$ cat src/rtl/spi_slave_core_if.sv
// Pin bundle between spi_slave_core and its SPI master / user-side driver.
interface spi_slave_core_if #(
   parameter int unsigned DATA_WIDTH = 16
);
   logic                  sck;
   logic                  ss;
   logic                  MOSI;
   logic                  MISO;
   logic                  write;
   logic [DATA_WIDTH-1:0] users_write_data;
   logic                  read;
   logic [DATA_WIDTH-1:0] users_read_data;
   logic                  rov_clr;
   logic                  SPIxTBF;
   logic                  SPIxRBF;
   logic                  SPIROV;

   modport slave (
      input  sck, ss, MOSI, write, users_write_data, read, rov_clr,
      output MISO, users_read_data, SPIxTBF, SPIxRBF, SPIROV
   );

   modport master (
      output sck, ss, MOSI, write, users_write_data, read, rov_clr,
      input  MISO, users_read_data, SPIxTBF, SPIxRBF, SPIROV
   );
endinterface

$ cat src/rtl/spi_slave_core.sv
// SPI slave endpoint: DATA_WIDTH-bit MSB-first frames, sck/ss/MOSI oversampled on clk.
// Define SPI_SLAVE_CPHA1_EN for mode 1 (tx shifts on sck rise, MOSI sampled on fall); default is mode 0.
module spi_slave_core #(
   parameter int unsigned DATA_WIDTH  = 16,
   parameter int unsigned SYNC_STAGES = 2
) (
   input  logic            clk,
   input  logic            rst,
   spi_slave_core_if.slave bus
);
   localparam int unsigned CNT_W = $clog2(DATA_WIDTH + 1);

   typedef enum logic {IDLE, ACTIVE} state_t;
   state_t state, state_nx;

   logic [SYNC_STAGES-1:0] sck_sync, ss_sync, mosi_sync;
   logic                   sck_s, ss_s, mosi_s;
   logic                   sck_q, ss_q;
   logic                   sck_rise, sck_fall, ss_fall, ss_rise;
   logic                   sample_edge, shift_edge;

   logic [DATA_WIDTH-1:0]  tx_buf, tx_buf_nx;
   logic [DATA_WIDTH-1:0]  tx_shift, tx_shift_nx;
   logic [DATA_WIDTH-1:0]  rx_shift, rx_shift_nx;
   logic [DATA_WIDTH-1:0]  rd_data, rd_data_nx;
   logic [CNT_W-1:0]       bitcnt, bitcnt_nx;
   logic                   tbf, tbf_nx, rbf, rbf_nx, rov, rov_nx, miso, miso_nx;
   logic                   load, done;

   // Synchronizers; ss resets to its idle (high) level so no false frame start.
   always_ff @(posedge clk or negedge rst) begin
      if (!rst) begin
         sck_sync  <= '0;
         ss_sync   <= '1;
         mosi_sync <= '0;
         sck_q     <= 1'b0;
         ss_q      <= 1'b1;
      end else begin
         sck_sync  <= {sck_sync[SYNC_STAGES-2:0], bus.sck};
         ss_sync   <= {ss_sync[SYNC_STAGES-2:0], bus.ss};
         mosi_sync <= {mosi_sync[SYNC_STAGES-2:0], bus.MOSI};
         sck_q     <= sck_s;
         ss_q      <= ss_s;
      end
   end

   assign sck_s    = sck_sync[SYNC_STAGES-1];
   assign ss_s     = ss_sync[SYNC_STAGES-1];
   assign mosi_s   = mosi_sync[SYNC_STAGES-1];
   assign sck_rise = sck_s & ~sck_q;
   assign sck_fall = ~sck_s & sck_q;
   assign ss_fall  = ~ss_s & ss_q;
   assign ss_rise  = ss_s & ~ss_q;

`ifdef SPI_SLAVE_CPHA1_EN
   assign sample_edge = sck_fall;
   assign shift_edge  = sck_rise;
`else
   assign sample_edge = sck_rise;
   assign shift_edge  = sck_fall;
`endif

   always_ff @(posedge clk or negedge rst) begin
      if (!rst) begin
         state    <= IDLE;
         tx_buf   <= '0;
         tx_shift <= '0;
         rx_shift <= '0;
         rd_data  <= '0;
         bitcnt   <= '0;
         tbf      <= 1'b0;
         rbf      <= 1'b0;
         rov      <= 1'b0;
         miso     <= 1'b0;
      end else begin
         state    <= state_nx;
         tx_buf   <= tx_buf_nx;
         tx_shift <= tx_shift_nx;
         rx_shift <= rx_shift_nx;
         rd_data  <= rd_data_nx;
         bitcnt   <= bitcnt_nx;
         tbf      <= tbf_nx;
         rbf      <= rbf_nx;
         rov      <= rov_nx;
         miso     <= miso_nx;
      end
   end

   always_comb begin
      state_nx    = state;
      tx_buf_nx   = tx_buf;
      tx_shift_nx = tx_shift;
      rx_shift_nx = rx_shift;
      rd_data_nx  = rd_data;
      bitcnt_nx   = bitcnt;
      tbf_nx      = tbf;
      rbf_nx      = rbf;
      rov_nx      = rov;
      load        = 1'b0;
      done        = 1'b0;

      if (bus.rov_clr) rov_nx = 1'b0;
      if (bus.read)    rbf_nx = 1'b0;

      case (state)
         IDLE: begin
            if (ss_fall) begin
               state_nx  = ACTIVE;
               bitcnt_nx = '0;
               load      = 1'b1;
            end
         end
         ACTIVE: begin
            if (bitcnt == CNT_W'(DATA_WIDTH)) begin
               // Completion clk: hand the word over, then reload tx for a back-to-back frame.
               done      = 1'b1;
               bitcnt_nx = '0;
               if (!rbf || bus.read) begin
                  rd_data_nx = rx_shift;
                  rbf_nx     = 1'b1;
               end else begin
                  rov_nx = 1'b1;
               end
               load = ~ss_rise;
            end else begin
               if (sample_edge) begin
                  rx_shift_nx = {rx_shift[DATA_WIDTH-2:0], mosi_s};
                  bitcnt_nx   = bitcnt + CNT_W'(1);
               end
               // No shift before the first sample: the MSB must stay on MISO for bit 0.
               if (shift_edge && bitcnt != '0)
                  tx_shift_nx = {tx_shift[DATA_WIDTH-2:0], 1'b0};
            end
            if (ss_rise) begin
               state_nx    = IDLE;
               bitcnt_nx   = '0;
               rx_shift_nx = '0;
               tx_shift_nx = '0;
            end
         end
         default: state_nx = IDLE;
      endcase

      if (load) begin
         tx_shift_nx = tbf ? tx_buf : '0;
         tbf_nx      = 1'b0;
      end
      if (bus.write && !tbf) begin
         tx_buf_nx = bus.users_write_data;
         tbf_nx    = 1'b1;
      end

      miso_nx = (state_nx == ACTIVE) ? tx_shift[DATA_WIDTH-1] : 1'b0;
   end

   assign bus.MISO            = miso;
   assign bus.users_read_data = rd_data;
   assign bus.SPIxTBF         = tbf;
   assign bus.SPIxRBF         = rbf;
   assign bus.SPIROV          = rov;

   logic unused_done;
   assign unused_done = done;
endmodule
$ cat src/flat_wrapper.sv
// flat-port wrapper written by rule: the top's interface ports become plain ports
module spi_slave_core_flat 
#(
   parameter int unsigned DATA_WIDTH  = 16,
   parameter int unsigned SYNC_STAGES = 2
)
  (clk, rst, bus_sck, bus_ss, bus_MOSI, bus_write, bus_users_write_data, bus_read, bus_rov_clr, bus_MISO, bus_users_read_data, bus_SPIxTBF, bus_SPIxRBF, bus_SPIROV);
  spi_slave_core_if #(.DATA_WIDTH(DATA_WIDTH)) bus_i ();
  input  logic clk;
  input  logic rst;
  input wire logic [$bits(bus_i.sck)-1:0] bus_sck;
  input wire logic [$bits(bus_i.ss)-1:0] bus_ss;
  input wire logic [$bits(bus_i.MOSI)-1:0] bus_MOSI;
  input wire logic [$bits(bus_i.write)-1:0] bus_write;
  input wire logic [$bits(bus_i.users_write_data)-1:0] bus_users_write_data;
  input wire logic [$bits(bus_i.read)-1:0] bus_read;
  input wire logic [$bits(bus_i.rov_clr)-1:0] bus_rov_clr;
  output wire logic [$bits(bus_i.MISO)-1:0] bus_MISO;
  output wire logic [$bits(bus_i.users_read_data)-1:0] bus_users_read_data;
  output wire logic [$bits(bus_i.SPIxTBF)-1:0] bus_SPIxTBF;
  output wire logic [$bits(bus_i.SPIxRBF)-1:0] bus_SPIxRBF;
  output wire logic [$bits(bus_i.SPIROV)-1:0] bus_SPIROV;
  assign bus_i.sck = bus_sck;
  assign bus_i.ss = bus_ss;
  assign bus_i.MOSI = bus_MOSI;
  assign bus_i.write = bus_write;
  assign bus_i.users_write_data = bus_users_write_data;
  assign bus_i.read = bus_read;
  assign bus_i.rov_clr = bus_rov_clr;
  assign bus_MISO = bus_i.MISO;
  assign bus_users_read_data = bus_i.users_read_data;
  assign bus_SPIxTBF = bus_i.SPIxTBF;
  assign bus_SPIxRBF = bus_i.SPIxRBF;
  assign bus_SPIROV = bus_i.SPIROV;
  spi_slave_core #(.DATA_WIDTH(DATA_WIDTH), .SYNC_STAGES(SYNC_STAGES)) u_core (.clk(clk), .rst(rst), .bus(bus_i));
endmodule
$ cat config.mk
export PLATFORM = sky130hd
export DESIGN_NAME = spi_slave_core_flat
export DESIGN_NICKNAME = d
export VERILOG_FILES = /design/src/rtl/spi_slave_core_if.sv /design/src/rtl/spi_slave_core.sv /design/src/flat_wrapper.sv
export SDC_FILE = /design/constraint.sdc
export NUM_CORES = 1
export LEC_CHECK = 0
export ABC_CLOCK_PERIOD_IN_PS = 2300
export CAP_MARGIN = 20
export CORE_ASPECT_RATIO = 0.7
export CORE_MARGIN = 1.5
export CORE_UTILIZATION = 55
export CTS_CLUSTER_DIAMETER = 30
export DETAILED_ROUTE_END_ITERATION = 16
export PLACE_DENSITY = 0.79
export SLEW_MARGIN = 25
export SYNTH_ARGS = -nofsm -noshare
export SYNTH_HDL_FRONTEND = slang
export SYNTH_SLANG_ARGS = --single-unit
$ cat constraint.sdc
create_clock -name clk -period 2.3 [get_ports clk]
set_input_delay 0.46 -clock clk [delete_from_list [all_inputs] [get_ports clk]]
set_output_delay 0.46 -clock clk [all_outputs]
set_load 0.03 [all_outputs]
# After elaboration in Yosys (flattened, before gate mapping)
# Cells that the tools add are included.
# Widths: inputs -> output; s select.
[word_totals] output_inout_bits=20 reg_bits=82 word_cells=75 inputBits=24
[classes] add_sub_neg=1 reduce_logical=14 n_eq_ne=5 n_bitwise=10 n_mux=30
[op_table] operator="$mux 16" n=9
[op_table] operator="$mux 5" n=4
[op_table] operator="$mux 1" n=14
[op_table] operator="$pmux 5 s2" n=1
[op_table] operator="$reduce_and 3->1" n=3
[op_table] operator="$not 1->1" n=6
[op_table] operator="$reduce_bool 2->1" n=3
[op_table] operator="$add 5x1->5 const B" n=1
[op_table] operator="$eq 5x5->1 const B" n=1
[op_table] operator="$reduce_bool 5->1" n=1
[op_table] operator="$and 1x1->1" n=4
[op_table] operator="$ne 2x1->1 const B" n=2
[op_table] operator="$ne 4x4->1 const B" n=1
[op_table] operator="$pmux 1 s2" n=2
[op_table] operator="$ne 3x1->1 const B" n=1
[op_table] operator="$reduce_bool 3->1" n=1
[op_table] operator="$logic_and 1x1->1" n=2
[op_table] operator="$logic_not 1->1" n=2
[op_table] operator="$reduce_and 2->1" n=1
[op_table] operator="$logic_or 1x1->1" n=1

# Logic depth before layout (Yosys ltp)
# Gate-level depths: netlist of run 1.
[depth] depth_word=8 mapped_depth=8

# Least setup slack after synthesis of run 1
# OpenSTA, ideal clock, no wires.
[synth_timing] path_type="reg-to-reg" startpoint="reg u_core.bitcnt[0]" endpoint="reg u_core.rd_data[10], in the netlist u_core.bus.users_read_data[10]" period_less_slack_ps=1918 slack_ps=382 path_stages_with_launch=9 path_buffers=2 arrival_ps=1790 required_time_ps=2173 cell_sequence="dfrtp_1 -> inv_1 -> ha_1 -> nor3b_4 -> nand3_1 -> nor2b_1 -> buf_4 -> buf_6 -> mux2_1"
[synth_between] elab_chain_len=2
[synth_rtl] item="start: declaration" line_no="spi_slave_core.sv:26" text="logic [CNT_W-1:0] bitcnt, bitcnt_nx;"
[synth_rtl] item="start signal: assignment" line_no="spi_slave_core.sv:81" text="bitcnt <= bitcnt_nx;"
[synth_rtl] item="$eq 5x5->1" line_no="spi_slave_core.sv:114" text="if (bitcnt == CNT_W'(DATA_WIDTH)) begin"
[synth_rtl] item="$reduce_and 3->1 (no source line)"
[synth_rtl] item="end signal: assignment" line_no="spi_slave_core.sv:80" text="rd_data <= rd_data_nx;"
[synth_rtl] item="end: declaration" line_no="spi_slave_core.sv:25" text="logic [DATA_WIDTH-1:0] rd_data, rd_data_nx;"
# Every way passes these cells.
# A chain may end at the register's enable or synchronous reset.

# Worst setup path in the final report of run 1
[layout_timing] startpoint="reg u_core.bitcnt[0]" endpoint="reg u_core.rd_data[0], in the netlist u_core.bus.users_read_data[0]"
# The elaborated chain is that of the path after synthesis.

==> out/metrics.cfg, run 1 <==
[floorplanning]
num_io_pins = 44
die-area_um2 = 6930
num_rows = 24
start_util_pct = 56.9
chipHeight_um = 70.1
fp.coreArea_um2 = 6220
die_w_um = 98.8

[cts]
htreeDepth = 3
insertion_delay_ns = 0.35
clock_path_buffers = 2
path_clk_slew_ns = 0.08
postCtsSetupRepairBufs = 0
clock-root-buffer = clkbuf_8
cts_tree = done
cts.sinks = 82
ctsHoldBuffers = 0
cts_resized = 1
cts_made_buffers = 9

[placement]
pre_cts_slack_ns = -0.00252
portBuffers = 43
dpl.hpwl_mm = 4.33
finalWeightedCongestion = 0.818
placed_area_um2 = 4060

[routing]
met2WireLength_mm = 2.84
drcViolationCount = 0
drt_iter0_drc = 71
wl_met3_um = 264
via_per_inst = 5.69
top_layer = met4
wire_per_inst_um = 16.8
drtPass1Iterations = 4
ant_nets = 0
wl_mm = 6.37
drt-met1-wl_mm = 3.18
vias = 2155

[synth]
synth-edff-count = 0
avgSynthCellArea_um2 = 14.4
synthTopCellsByCount = 79 x dfrtp_1, 36 x mux2_2, 15 x a22o_1
synth_seq_cells = 82
synth_area_leaders = dfrtp_1 56%, mux2_2 11%, a22o_1 3.7%
ys.flop_type = dfrtp_1
synth_top_area_cell = dfrtp_1
syn-cell-area_um2 = 3540
yosys.area.top_type_share_pct = 55.9
yosysUniqueCellTypes = 46
async_reset_ff_share_pct = 100
synth_most_common_cell = dfrtp_1
synth-seq-area-share_pct = 58.1
syn_nets = 272
syn_inst = 246
yosysWarnings = 0

[worst_setup_path]
r2r-start = u_core.bitcnt[0]
critPathLaunchType = register
reg2reg_to = u_core.bus.users_read_data[0]
r2r_setup_slack_ns = 0.20
end_kind = register
crit_fanout = 16
cp_data_required_time_ns = 2.54
worst-setup-path-type = reg2reg
reg2reg_depth = 7
cp_data_arrival_time_ns = 2.34

[timing]
grt_setup_unrepaired = no
slew_viol_final = 0
tightestPinTransition_ns = 0.723
worst_slack_ns = 0.200
slew_headroom_pct = 51.8
fmax_mhz = 476
final-setup-viol-count = 0
finalHoldViolCount = 0
period_needed_ns = 2.10
finClkSkew_ns = 0.00862
period_share_pct = 91.3

[global_routing]
grtUsageTotal_pct = 20.4
grt_max_degree = 36
grt_pass1_vias = 2134
overflow = 0
grt_pass1_wl_mm = 10.8
antenna_found_initial = 0

[finish]
finalNetCount = 322
n_antenna_cell = 0
finalInstanceArea_um2 = 4280
drive_above_1_share_pct = 28.9
post-route-util_pct = 68.8
regArea_um2 = 2060
multiInputGateArea_um2 = 1360
syn2layout_area_growth_pct = 20.9
fillers = 452

[run]
drv_cap = 0

[power]
leakagePower_uw = 0.00199
cellPowerDensity_nw_per_um2 = 874
ir_drop_uv = 534

[status]
status = completed

[worst_hold_path]
hold_class = in2async

worst max path at each step:
stage | cells past startpoint | to | from | slack, ns
4_1_cts | 7 | u_core.tx_shift[2] | u_core.bitcnt[0] | 0.19
3_3_place_gp | 6 | u_core.tx_shift[7] | u_core.bitcnt[0] | 0.13
2_1_floorplan | 8 | u_core.bus.users_read_data[10] | u_core.bitcnt[0] | 0.38
3_5_place_dp | 6 | u_core.tx_shift[7] | u_core.bitcnt[0] | -0.003
6_report | 7 | u_core.bus.users_read_data[0] | u_core.bitcnt[0] | 0.20
5_1_grt | 7 | u_core.tx_shift[2] | u_core.bitcnt[0] | 0.07
placed cells by master (no fill, tap or decap), types with 4 or more instances in the layout:
cell type	count
dfrtp_1	79
clkdlybuf4s50_1	42
mux2_2	36
a22o_1	15
nand4_1	14
mux2_1	11
clkbuf_8	11
buf_4	10
a21bo_2	9
nor2_1	8
inv_1	6
a21bo_1	5
nor2b_1	4
layout make-up:
cell class / count / share of cell area, %
Multi-Input combinational cell: 143 / 31.8
Clock buffer: 12 / 3.63
Clock inverter: 4 / 1.17
Tap cell: 78 / 2.28
Inverter: 6 / 0.527
Timing Repair Buffer: 54 / 12.5
Sequential cell: 82 / 48.1
sequential cells by signal, indices dropped and copies added (netlist names):
register,flops
u_core.bus.users_read_data,16
u_core.rx_shift,16
u_core.tx_buf,16
u_core.tx_shift,16
u_core.bitcnt,5
u_core.mosi_sync,2
u_core.sck_sync,2
u_core.ss_sync,2
u_core.bus.MISO,1
u_core.bus.SPIROV,1
u_core.bus.SPIxRBF,1
u_core.bus.SPIxTBF,1
u_core.sck_q,1
u_core.ss_q,1
u_core.state,1
through the flow:
| step | TNS (ns) | hold slack, ns | power [uW] | instances |
|---|---|---|---|---|
| 6_report | 0 | 0.00731 | 3740 | 379 |
| 5_1_grt | 0 | 0.00731 | 3940 | 379 |
| 4_1_cts | 0 | 0.00429 | 3770 | 379 |
| 3_5_place_dp | -0.00410 | 0.338 | 2700 | 363 |
| 3_3_place_gp | 0 | 0.333 | 2660 | 363 |
| 2_1_floorplan | 0 | 0.164 | 2470 | 246 |
power breakdown:
part	internal (uW)	switching, uW	total [uW]	leakage, uW
Combinational	443	299	742	0.000819
Sequential	1740	192	1940	0.00107
Clock	559	499	1060	0.0000986
Total	2750	990	3740	0.00199
cell families (layout without fill, tap and decap cells):
family | count (synthesis) | count (layout) | synth area share, %
simple gates | 43 | 43 | 8.21
flops | 82 | 82 | 58.1
mux | 49 | 49 | 15.7
compound gates | 45 | 45 | 12.5
xor+xnor | 4 | 4 | 0.991
buf+inv | 21 | 76 | 3.75
fa+ha+maj | 2 | 2 | 0.708
layer usage:
metal | track usage, % | vias up
li1 | - | 998
met1 | 31.1 | 1106
met2 | 27.7 | 42
met3 | 6.21 | 9
met4 | 7.14 | 0
met5 | 0 | -
critical path: stages (launching register included):
cell     delay (ns)
dfrtp_1        0.42
inv_1          0.08
ha_1           0.22
nor3b_4        0.32
nand3_1        0.14
nor2b_1        0.25
buf_12         0.19
mux2_2         0.34
Power figures use the tool's default switching activity.
==> inputs of run 2 (changes only) <==
ABC_AREA = 1   (was not set)
ABC_CLOCK_PERIOD_IN_PS = 2000   (was 2300)
clock period = 2 ns   (was 2.3 ns; I/O delays follow)
==> run 2 against run 1 <==
Compared with the run above: the flow now finishes with violations (DRC); synthesized area is 0.50% lower; largest power group unchanged; critical endpoint is now u_core.bus.users_read_data[3]; sequential share of layout area decreased by 0.11 points; first-iteration DRC count grew to 3.0 times the previous value.
==> out/metrics.cfg, run 2 <==
[status]
status = complete, but fails checks
violations = DRC

[synth]
synth_area_leaders = dfrtp_1 56%, nand2_1 15%, nand3_1 9.5%
syn_nets = 415
synthTopCellsByCount = 141 x nand2_1, 79 x dfrtp_1, 67 x nand3_1
yosysWarnings = 0
synth-edff-count = 0
synth_most_common_cell = nand2_1
synth_top_area_cell = dfrtp_1
yosysUniqueCellTypes = 22
syn-cell-area_um2 = 3520
async_reset_ff_share_pct = 100
ys.flop_type = dfrtp_1
avgSynthCellArea_um2 = 9.04
synth_seq_cells = 82
synth-seq-area-share_pct = 58.4
yosys.area.top_type_share_pct = 56.2
syn_inst = 389

[placement]
placed_area_um2 = 4060
portBuffers = 43
dpl.hpwl_mm = 4.52
finalWeightedCongestion = 0.812

[timing]
slew_headroom_pct = 74.1
slew_viol_final = 0
finClkSkew_ns = 0.00765
finalHoldViolCount = 0
final-setup-viol-count = 0
tightestPinTransition_ns = 0.389
finalSetupTns_ns = 0
fmax_mhz = 563
period_share_pct = 88.9
period_needed_ns = 1.78
grt_setup_unrepaired = no

[power]
leakagePower_uw = 0.00219
ir_drop_uv = 815
cellPowerDensity_nw_per_um2 = 1110

[cts]
htreeDepth = 3
path_clk_slew_ns = 0.08
cts.sinks = 82
postCtsSetupRepairBufs = 0
insertion_delay_ns = 0.34
clock-root-buffer = clkbuf_8
cts_tree = done
clock_path_buffers = 2
cts_made_buffers = 9

[routing]
vias = 2763
wire_per_inst_um = 13.2
drt_iter0_drc = 215
drcViolationCount = 4
ant_nets = 0
drtPass1Iterations = 10
via_per_inst = 5.31
wl_mm = 6.88

[finish]
multiInputGateArea_um2 = 1310
syn2layout_area_growth_pct = 21.8
n_antenna_cell = 0
layout_common_cells = 141 x nand2_1, 79 x dfrtp_1, 67 x nand3_1
regArea_um2 = 2060
final_common_cell = nand2_1
fillers = 469
finalInstanceArea_um2 = 4290
drive_above_1_share_pct = 12.7
finalNetCount = 465

[worst_setup_path]
end_kind = register
cp_data_required_time_ns = 2.23
worst-setup-path-type = reg2reg
crit_fanout = 11
cp_data_arrival_time_ns = 2.00
critPathLaunchType = register
reg2reg_depth = 8

[global_routing]
antenna_found_initial = 0
grt_max_degree = 54
grtUsageTotal_pct = 22.0
grt_pass1_wl_mm = 11.9
grt_pass1_vias = 2574
overflow = 0

[worst_hold_path]
hold_class = reg2reg
holdPathStages = 0

[floorplanning]
die_w_um = 98.6
num_rows = 24
fp.coreArea_um2 = 6220
die-area_um2 = 6890
num_io_pins = 44
chipHeight_um = 69.9
start_util_pct = 56.6

[run]
drv_cap = 0

[run 2: cells by family after synthesis]
logic type / synth area share (%)
adder cells (fa/ha/maj): 0.711
buffers and inverters: 4.37
multiplexers: 5.12
flip-flops: 58.4
AND/OR/NAND/NOR: 27.0
AO/OA/AOI/OAI: 4.34
[run 2: what timing repair did]
| action | in CTS | in global routing |
|---|---|---|
| endpoints found under the hold margin | 26 | 0 |
| hold buffers | 1 | 0 |
| resized for setup | 0 | 1 |
| setup endpoints to repair | 0 | 16 |
[run 2: final cells by class]
cell class,count,area share [%]
repair buffers,56,12.6
multi-input cells,271,30.7
flip-flops and latches,82,48.0
clock buffers,11,3.30
clock inverters,3,1.52
inverters,19,1.66
well taps,78,2.28
[run 2: worst paths after layout]
path	startpoint	slack, ns	endpoint
min in group asynchronous	rst	0.52	u_core.bus.users_read_data[12]
hold reg to reg	u_core.sck_sync[0]	0.35	u_core.sck_sync[1]
max in group asynchronous	rst	0.89	u_core.tx_shift[2]
setup reg to reg	u_core.bitcnt[0]	0.22	u_core.bus.users_read_data[3]
hold / removal	u_core.sck_sync[0]	0.35	u_core.sck_sync[1]
setup / recovery	u_core.bitcnt[0]	0.22	u_core.bus.users_read_data[3]
[run 2: routing by layer]
metal  global-route usage, %  share of wire (%)  vias up  wire length, um
met2                    32.0                 45       97             3100
li1                        -                  -     1359                -
met3                    8.11                6.3        7              436
met1                    31.7                 48     1300             3290
met5                       0                  0        -                0
met4                    5.24               0.80        0               55
[run 2: power by group]
part	internal, uW	switching (uW)
Combinational	535	644
Clock	722	547
Sequential	2060	238
[run 2: metrics by stage]
stage	total power (uW)	hold WS (ns)	util (%)	setup WS (ns)	cells
6_report	4750	0.351	68.9	0.223	520
5_1_grt	5060	0.370	68.9	0.00454	520
4_1_cts	4780	0.350	68.9	0.0223	520
3_5_place_dp	3490	0.340	65.4	0.0722	505
3_3_place_gp	3430	0.338	65.4	0.152	505
2_1_floorplan	3140	0.104	-	0.338	389
[run 2: critical path, stage by stage, from the launching register on]
cell and delay, ns:
dfrtp_1 0.40, inv_1 0.11, ha_1 0.18, nand2_1 0.07, nor2_2 0.12, nand3_1 0.26, buf_4 0.28, o21ai_0 0.17
nand2_1 0.07
==> inputs of run 3 (changes only) <==
CAP_MARGIN = 15   (was 20)
==> results of run 3 <==
The final DEF is identical to that of run 2; final timing and power are the same.
